**src/rtl/laser_sched.sv**
```systemverilog
// ---------------------------------------------------------------------------
// laser_sched
//   Frame scheduler in front of the LASER two-circle coverage engine.
//   40-point frames arrive over a valid/ready stream and are double-buffered
//   in two banks. The engine is kept in reset until a full frame is waiting
//   and there is room for its result. The frame is then streamed to the
//   engine one point per cycle. Results are captured on ENG_DONE into a
//   2-entry FIFO. A watchdog aborts runs that never signal DONE and queues
//   an all-zero result flagged as a timeout.
//
// Optional build macro:
//   LASER_SCHED_PERF_EN - adds a 16-bit saturating run-length counter per
//                         result, presented on OUT_CYCLES. When the macro is
//                         undefined, OUT_CYCLES is tied to 0.
//
// Ports:
//   CLK, RST                  clock (rising edge), async active-low reset
//   IN_VALID/IN_READY         point input handshake
//   IN_X, IN_Y                point coordinates
//   ENG_RST                   registered synchronous reset to the engine
//   ENG_X, ENG_Y              registered point stream to the engine
//   ENG_DONE                  engine done pulse
//   ENG_C1X..ENG_C2Y          engine result coordinates
//   OUT_VALID/OUT_READY       result FIFO handshake
//   OUT_C1X..OUT_C2Y          head result coordinates
//   OUT_TIMEOUT               head result came from a watchdog abort
//   BUSY                      scheduler is not parked
//   OUT_CYCLES                run length of the head result (perf build only)
// ---------------------------------------------------------------------------
module laser_sched #(
  parameter int          N_POINTS       = 40,
  parameter logic [15:0] TIMEOUT_CYCLES = 16'd60000
) (
  input  logic        CLK,
  input  logic        RST,
  input  logic        IN_VALID,
  output logic        IN_READY,
  input  logic [3:0]  IN_X,
  input  logic [3:0]  IN_Y,
  output logic        ENG_RST,
  output logic [3:0]  ENG_X,
  output logic [3:0]  ENG_Y,
  input  logic        ENG_DONE,
  input  logic [3:0]  ENG_C1X,
  input  logic [3:0]  ENG_C1Y,
  input  logic [3:0]  ENG_C2X,
  input  logic [3:0]  ENG_C2Y,
  output logic        OUT_VALID,
  input  logic        OUT_READY,
  output logic [3:0]  OUT_C1X,
  output logic [3:0]  OUT_C1Y,
  output logic [3:0]  OUT_C2X,
  output logic [3:0]  OUT_C2Y,
  output logic        OUT_TIMEOUT,
  output logic        BUSY,
  output logic [15:0] OUT_CYCLES
);

  localparam int            IW       = (N_POINTS > 1) ? $clog2(N_POINTS) : 1;
  localparam logic [IW-1:0] LAST_IDX = IW'(N_POINTS - 1);

  typedef enum logic [1:0] {S_PARK, S_STREAM, S_WAIT} state_e;

  state_e        state_q, state_d;
  logic [7:0]    bank_q [2][N_POINTS];
  logic [1:0]    full_q, full_d;
  logic          wrBank_q, wrBank_d, rdBank_q, rdBank_d;
  logic [IW-1:0] wrIdx_q, wrIdx_d, rdIdx_q, rdIdx_d;
  logic [15:0]   wd_q, wd_d;
  logic          engRst_q, engRst_d;
  logic [3:0]    engX_q, engX_d, engY_q, engY_d;
  logic [16:0]   fifo_q [2];
  logic          fifoWr_q, fifoRd_q;
  logic [1:0]    count_q;

  logic          accept, wrLast, relBank, capture, abort, push, pop;
  logic          launchOk, launch;
  logic [1:0]    occ;
  logic [16:0]   entry, head;

  assign IN_READY = RST & ~full_q[wrBank_q];
  assign accept   = IN_VALID & IN_READY;
  assign wrLast   = (wrIdx_q == LAST_IDX);
  assign relBank  = (state_q == S_STREAM) && (rdIdx_q == LAST_IDX);
  assign capture  = (state_q == S_WAIT) && ENG_DONE;
  assign abort    = (state_q == S_WAIT) && !ENG_DONE && (wd_q == TIMEOUT_CYCLES);
  assign push     = capture | abort;
  assign pop      = OUT_READY && (count_q != 2'd0);

  // Results that will need FIFO space: queued entries plus the run in flight.
  // A run that completes this cycle is counted once, as the in-flight run
  // turning into its captured entry, so launching only when this stays <= 1
  // guarantees the next DONE always finds a free slot.
  assign occ      = count_q + {1'b0, (state_q != S_PARK)};
  assign launchOk = full_q[rdBank_q] && (occ <= 2'd1);
  assign launch   = (state_d == S_STREAM) && (state_q != S_STREAM);

  assign entry = capture ? {ENG_C1X, ENG_C1Y, ENG_C2X, ENG_C2Y, 1'b0}
                         : {16'h0000, 1'b1};

  // Bank bookkeeping: a fill on one bank and a release of the other can
  // land on the same cycle, so each touches only its own full bit.
  always_comb begin
    full_d   = full_q;
    wrBank_d = wrBank_q;
    wrIdx_d  = wrIdx_q;
    rdBank_d = rdBank_q;
    if (accept) begin
      if (wrLast) begin
        full_d[wrBank_q] = 1'b1;
        wrBank_d         = ~wrBank_q;
        wrIdx_d          = '0;
      end else begin
        wrIdx_d = wrIdx_q + 1'b1;
      end
    end
    if (relBank) begin
      full_d[rdBank_q] = 1'b0;
      rdBank_d         = ~rdBank_q;
    end
  end

  // FSM state register.
  always_ff @(posedge CLK or negedge RST) begin
    if (!RST) state_q <= S_PARK;
    else      state_q <= state_d;
  end

  // FSM next state. From WAIT a completed run can chain straight into the
  // next frame without parking the engine.
  always_comb begin
    state_d = state_q;
    case (state_q)
      S_PARK:   if (launchOk) state_d = S_STREAM;
      S_STREAM: if (relBank)  state_d = S_WAIT;
      S_WAIT: begin
        if (capture)    state_d = launchOk ? S_STREAM : S_PARK;
        else if (abort) state_d = S_PARK;
      end
      default:  state_d = S_PARK;
    endcase
  end

  // FSM outputs. ENG_X/Y carry the point the engine consumes next cycle;
  // the bank is released as soon as its last point sits in the output
  // register, since nothing reads the bank after that.
  always_comb begin
    engRst_d = engRst_q;
    engX_d   = engX_q;
    engY_d   = engY_q;
    rdIdx_d  = rdIdx_q;
    wd_d     = wd_q;
    case (state_q)
      S_PARK: begin
        engRst_d = 1'b1;
        engX_d   = 4'd0;
        engY_d   = 4'd0;
      end
      S_STREAM: begin
        engRst_d         = 1'b0;
        {engX_d, engY_d} = bank_q[rdBank_q][rdIdx_q];
        rdIdx_d          = relBank ? '0 : rdIdx_q + 1'b1;
        if (relBank) wd_d = 16'd0;
      end
      S_WAIT: begin
        engRst_d = push;
        engX_d   = 4'd0;
        engY_d   = 4'd0;
        wd_d     = wd_q + 16'd1;
      end
      default: begin
        engRst_d = 1'b1;
        engX_d   = 4'd0;
        engY_d   = 4'd0;
      end
    endcase
    if (launch) begin
      engRst_d         = 1'b0;
      {engX_d, engY_d} = bank_q[rdBank_q][0];
      rdIdx_d          = IW'(1);
    end
  end

  // Control and engine-facing registers.
  always_ff @(posedge CLK or negedge RST) begin
    if (!RST) begin
      full_q   <= 2'b00;
      wrBank_q <= 1'b0;
      rdBank_q <= 1'b0;
      wrIdx_q  <= '0;
      rdIdx_q  <= '0;
      wd_q     <= 16'd0;
      engRst_q <= 1'b1;
      engX_q   <= 4'd0;
      engY_q   <= 4'd0;
    end else begin
      full_q   <= full_d;
      wrBank_q <= wrBank_d;
      rdBank_q <= rdBank_d;
      wrIdx_q  <= wrIdx_d;
      rdIdx_q  <= rdIdx_d;
      wd_q     <= wd_d;
      engRst_q <= engRst_d;
      engX_q   <= engX_d;
      engY_q   <= engY_d;
    end
  end

  // Point storage needs no reset: the full flags decide what is valid.
  always_ff @(posedge CLK) begin
    if (accept) bank_q[wrBank_q][wrIdx_q] <= {IN_X, IN_Y};
  end

  // Result FIFO. The launch rule means a push never meets a full FIFO.
  always_ff @(posedge CLK or negedge RST) begin
    if (!RST) begin
      fifo_q[0] <= '0;
      fifo_q[1] <= '0;
      fifoWr_q  <= 1'b0;
      fifoRd_q  <= 1'b0;
      count_q   <= 2'd0;
    end else begin
      if (push) begin
        fifo_q[fifoWr_q] <= entry;
        fifoWr_q         <= ~fifoWr_q;
      end
      if (pop) fifoRd_q <= ~fifoRd_q;
      case ({push, pop})
        2'b10:   count_q <= count_q + 2'd1;
        2'b01:   count_q <= count_q - 2'd1;
        default: count_q <= count_q;
      endcase
    end
  end

  assign OUT_VALID = (count_q != 2'd0);
  assign head      = fifo_q[fifoRd_q];
  assign {OUT_C1X, OUT_C1Y, OUT_C2X, OUT_C2Y, OUT_TIMEOUT} = OUT_VALID ? head : 17'd0;
  assign BUSY      = (state_q != S_PARK);
  assign ENG_RST   = engRst_q;
  assign ENG_X     = engX_q;
  assign ENG_Y     = engY_q;

`ifdef LASER_SCHED_PERF_EN
  logic [15:0] runCnt_q, runNext;
  logic [15:0] cyc_q [2];

  // Counts from the cycle point 0 is presented up to and including the
  // DONE or abort cycle, saturating at all-ones.
  assign runNext = (&runCnt_q) ? runCnt_q : runCnt_q + 16'd1;

  always_ff @(posedge CLK or negedge RST) begin
    if (!RST) begin
      runCnt_q <= 16'd0;
      cyc_q[0] <= 16'd0;
      cyc_q[1] <= 16'd0;
    end else begin
      if (launch)                 runCnt_q <= 16'd0;
      else if (state_q != S_PARK) runCnt_q <= runNext;
      if (push) cyc_q[fifoWr_q] <= runNext;
    end
  end

  assign OUT_CYCLES = OUT_VALID ? cyc_q[fifoRd_q] : 16'd0;
`else
  assign OUT_CYCLES = 16'd0;
`endif

endmodule

```
**config.mk**
```make
export PLATFORM = sky130hd
export DESIGN_NAME = laser_sched
export DESIGN_NICKNAME = d
export VERILOG_FILES = /design/src/rtl/laser_sched.sv
export SDC_FILE = /design/constraint.sdc
export NUM_CORES = 1
export LEC_CHECK = 0
export ABC_AREA = 1
export CORE_ASPECT_RATIO = 1.2
export CORE_MARGIN = 5
export CORE_UTILIZATION = 24
export DETAILED_ROUTE_END_ITERATION = 8
export PLACE_DENSITY = 0.45
export SETUP_SLACK_MARGIN = 0.05
export SLEW_MARGIN = 20
export SYNTH_ARGS = -nofsm -noshare
export SYNTH_HDL_FRONTEND = slang
export SYNTH_SLANG_ARGS = --single-unit
export TNS_END_PERCENT = 5
```
**constraint.sdc**
```tcl
create_clock -name CLK -period 5.7 [get_ports CLK]
set_input_delay 1.14 -clock CLK [delete_from_list [all_inputs] [get_ports CLK]]
set_output_delay 1.14 -clock CLK [all_outputs]
set_load 0.01 [all_outputs]
```
== After elaboration in Yosys (flattened, before gate mapping) ==
Memories as Yosys holds them, arrays and structs flattened.
Cells that the tools add are included.
Storage, ports and cells
  register bits after elaboration: 81
  bits in latches: 0
  RAM bits: 640
  ROM bits: 0
  output and inout bits: 45
  memories kept: 1
Memories
  bank_q: words 2, width 320, read ports 1, clocked after Yosys merged registers in 0, write ports 1, RTL line 65  | logic [7:0] bank_q [2][N_POINTS];
Operators by class
  $add $sub $neg: 6
  $mul: 0
  div/mod/pow operators: 0
  $lt $le $gt $ge: 11
  equal/unequal tests: 10
  shifts and indexed selects: 0
  multiplexer cells: 45
  bitwise logic cells: 15
  reductions and logical operators: 20
Operator list (count)
  $mux W320: 1
  $mux W17: 6
  $bmux W8 S6: 1
  $demux W8 S6: 1
  $bwmux W34: 1
  $pmux W16 S2: 1
  $mux W6: 4
  $mux W8: 3
  $demux W17 S1: 1
  $add A16 B1 Y16 const B: 1
  $eq A16 B16 Y1 const B: 1
  $mux W16: 1
  $mux W4: 4
  $ge A7 B7 Y1 const B: 2
  $mux W2: 7
  $not A6 Y7: 2
  $add A6 B1 Y6 const B: 2
  $eq A6 B6 Y1 const B: 2
  $logic_and A1 B1 Y1: 11
  $reduce_bool A2 Y1: 5
  $mux W1: 9
  $lt A7 B1 Y1 const B: 1
  $eq A2 B1 Y1 const B: 3
  $pmux W2 S3: 1
  other kinds (24): 36

== Depth between registers and ports, before layout ==
  depth after elaboration: 10
  depth in mapped cells: 16

== Worst setup path after synthesis ==
No wires, ideal clock.
  path kind: input to register
  from: input port RST
  to: memory bank_q[0][72] in the netlist's numbering, enable pin
  library setup time: 383 ps
  arrival: 2545 ps
  required time: 5317 ps
  slack: 2771 ps
  cell stages on the path: 8
  cell sequence: nand2_1 a21oi_2 nand2_2 inv_2 nand2_2 nor2_2 inv_1 nor3_1
Between the ends
  word-level cells in the longest chain between the ends: 4
Ends and longest elaborated chain
  start, declared: RTL line 35  | input logic RST,
  $and A1 B1 Y1: RTL line 81  | assign IN_READY = RST & ~full_q[wrBank_q];
  via IN_READY: RTL line 37  | output logic IN_READY,
  $and A1 B1 Y1: RTL line 82  | assign accept = IN_VALID & IN_READY;
  $mux W1: RTL line 211  | if (accept) bank_q[wrBank_q][wrIdx_q] <= {IN_X, IN_Y};
  $mux W320 (implied by the code): RTL line 211
  end, declared: RTL line 65
The timed path passes the listed nets, and every way through them passes these cells.

== Final worst setup path ==
  from: register wrBank_q
  to: output port IN_READY
Between the ends
  word-level cells in the longest chain between the ends: 4
Ends and longest elaborated chain
  start, declared: RTL line 67  | logic wrBank_q, wrBank_d, rdBank_q, rdBank_d;
  start signal, assigned: RTL line 198  | wrBank_q <= wrBank_d;
  $mux W1 (implied by the code) (2 in series): RTL line 81
  $not A1 Y1: RTL line 81
  $and A1 B1 Y1: RTL line 81
  end, declared: RTL line 37
No other way between the ends. The select of a mux whose other input is x is not followed.

==> key figures <==
Global route
  • Initial antenna violation count: 0
  • Total grt overflow: 0
  • First-pass GRT wire length: 131 mm
  • Largest net degree at the start of global routing: 165
  • Total track usage: roughly 13%
  • Vias in the first global route: 20,154

STA
  • Worst Tran Pin Value: approximately 1.1 ns
  • Final TNS setup: 0 ns
  • Fin crit period: 3.59 ns
  • Max Slew Vio Count: 0
  • RSZ-0062 raised after global routing: false
  • Hold Fails Final Rpt: 0
  • Worst clock skew: 0.0202 ns
  • Final worst slack: 2.11 ns
  • Highest clock rate: 279 MHz
  • Setup Viol. Count Final: 0
  • Final period util: 62.9%
  • Max_slew headroom: 28.1%

Detailed routing
  • Routed vias: 19,907
  • 1st-pass router iterations: 5
  • Drt wl/cell: 19.5 um
  • DRC Markers: 0
  • Antenna-violating nets left: 0
  • Detailed Route Iter0 Violations: 1,513
  • Vias per cell: 4.40
  • WL final: 88.2 mm

Setup path
  • CP Launch Type: register
  • Cell Chain, Critical Path: inv_2, a21oi_2, clkdlybuf4s50_1
  • Crit Path Class: register to output port
  • CP required: 4.56 ns
  • WP data arrival: 2.45 ns
  • CP Max Fanout: 19
  • WP buf/inv: 2
  • Largest stage delay, worst path: 0.80 ns
  • Top delay family on crit path: flip-flops
  • Critical path endpoint category: output port
  • CP max-delay cell: dfrtp_2

Die
  • Die X: 335 um
  • I/O pin cnt: 74
  • Row count: 143
  • Core footprint: about 130,000 um2
  • Die area: 134,000 um2
  • Die Y-Extent: ~400 um
  • Initial core utilization: 24.1%

Placed design
  • Pre-CTS setup slack: 1.67 ns
  • DP HPWL: 52.3 mm
  • Port bufs: 57
  • Placer's final routability congestion estimate: approximately 0.77

Power
  • Net Sw Frac: around a third
  • Net load switching power: 5.21 mW
  • Clk pwr share: 32.4%
  • Static leakage: 12.5 nW
  • Pwr dens: 429 nW/um2
  • Worst ir drop on vdd: 256 uV
  • Seq pwr share: 41.5%
  • Combinational power share: 26.1%
  • Int Power: just under 10 mW

CTS
  • Post-CTS Setup Bufs: 0
  • Clk_lat worst skew: 0.63 ns
  • H-tree levels: 3
  • CTS Buf Count: 79
  • Clk sinks: 721
  • Clk root buf: clkbuf_16
  • CTS Buffer Depth: 3
  • Clock-pin slew on the worst setup and hold paths: 0.06 ns
  • CTS resizes: 0
  • TritonCTS clock tree: built
  • CTS Hold Bufs: 0

Layout
  • Final net count: 2,825
  • N_diodes: 0
  • Share of cells above drive strength 1: 6.62%
  • Area Growth Syn to Fin: 14.8%

Hold path
  • Worst Hold Class: primary input to asynchronous set/reset pin

Yosys
  • Async SR Flop Fraction: 11.2%
  • Post-synth cell types: 41
  • Synthesized cell area: 30,300 um2
  • Most frequent cell after synthesis: nand2_1
  • Post-synth top area cell: edfxtp_1
  • EDFF count, synth: 640
  • Post-synthesis sequential area ratio: about 70%
  • Top cells by area, synth: edfxtp_1 (63%), nand2_1 (12%), dfrtp_1 (6.6%)
  • Top cells by count, synth: nand2_1 (935), edfxtp_1 (640), nand3_1 (379)
  • Top_reg_cell synth: edfxtp_1
  • Avg Cell Area, Syn: between 10 and 15 um2
  • Warnings from Yosys: 0
  • Area fraction of the dominant cell type after synthesis: 63.3%
  • Syn Inst Count: 2,772
  • Seq cells post-synth: 721

Status
  • Status: completed

Run
  • Max cap viols: 0
final cells by class:
class	instances	area [um2]
Sequential cell	721	21300
Tap cell	1667	2090
Clock buffer	100	2080
Fill cell	13092	91300
Timing Repair Buffer	97	886
Clock inverter	44	334
Multi-Input combinational cell	1839	7980
Inverter	53	209
flip-flops by register name, summed over array words and instances, names as in the netlist:
name / count
rdIdx_q: 6
rdBank_q: 1
fifoWr_q: 1
fifoRd_q: 1
ENG_X: 4
wrBank_q: 1
state_q: 2
bank_q: 640
ENG_Y: 4
full_q: 2
wd_q: 16
count_q: 2
wrIdx_q: 6
fifo_q: 34
ENG_RST: 1
worst reg2reg max path, delay by kind of cell (launching register included):
family          cells  cell delay [ns]
compound gates      1             0.23
buf+inv             2             0.23
flops               1             0.80
simple gates        5             1.68
worst paths after layout:
check / slack, ns / from / depth (start not counted) / end
worst max register to register: 2.40 / wrBank_q$_DFFE_PN0P_ / 8 / bank_q[0][299]$_DFFE_PP_
max in group asynchronous: 4.05 / RST / 2 / rdIdx_q[0]$_DFFE_PN0P_
worst min register to register: 0.47 / fifo_q[8]$_DFFE_PN0P_ / 2 / fifo_q[8]$_DFFE_PN0P_
worst max-delay path: 2.11 / wrBank_q$_DFFE_PN0P_ / 3 / IN_READY
min in group CLK: 0.47 / fifo_q[8]$_DFFE_PN0P_ / 2 / fifo_q[8]$_DFFE_PN0P_
worst min-delay path: 0.40 / RST / 1 / fifo_q[29]$_DFFE_PN0P_
power by group through the flow:
stage	clock network (mW)	registers (mW)	logic (mW)
finish	4.85	6.20	3.89
CTS	4.98	6.20	3.95
global route	5.18	6.22	4.29
detailed placement	0	6.30	3.94
global placement	0	6.31	3.95
floorplan	0	6.10	2.49
layout by cell type (no fill, tap or decap), types with 20 or more instances in the layout:
cell             instances
clkbuf_16               80
clkdlybuf4s50_1         48
o22ai_1                 29
clkbuf_1                20
nor2_1                 253
buf_4                   46
o21ai_0                 78
clkinv_1                23
nand2_1                935
dfrtp_1                 76
a21oi_1                 72
inv_1                   42
nand3_1                379
edfxtp_1               640
stage by stage:
step	util, %	total power [mW]	instances	instance area [um2]	hold slack [ns]
after floorplan	-	8.59	2787	30400	0.442
after global placement	25.7	10.3	4377	32400	0.462
after detailed placement	25.7	10.2	4377	32400	0.459
after CTS	27.6	15.1	4521	34800	0.370
after global routing	27.6	15.7	4521	34800	0.405
final	27.6	14.9	4521	34800	0.404
logic make-up after synthesis:
kind of cell	share of synthesized area (%)
flip-flops	70.0
buffers and inverters	4.00
AO/OA/AOI/OAI	3.67
adder cells (fa/ha/maj)	0.206
AND/OR/NAND/NOR	21.7
multiplexers	0.0660
other	0.0124
XOR/XNOR	0.318
routing by layer:
layer,wire length [um],share of wire (%),global-route usage [%],up-vias
li1,-,-,-,9536
met1,39500,45,17.2,9711
met2,41500,47,21.6,512
met3,3990,4.5,1.86,148
met4,3230,3.7,4.89,0
met5,0,0,0,-
Power figures use the tool's default switching activity.
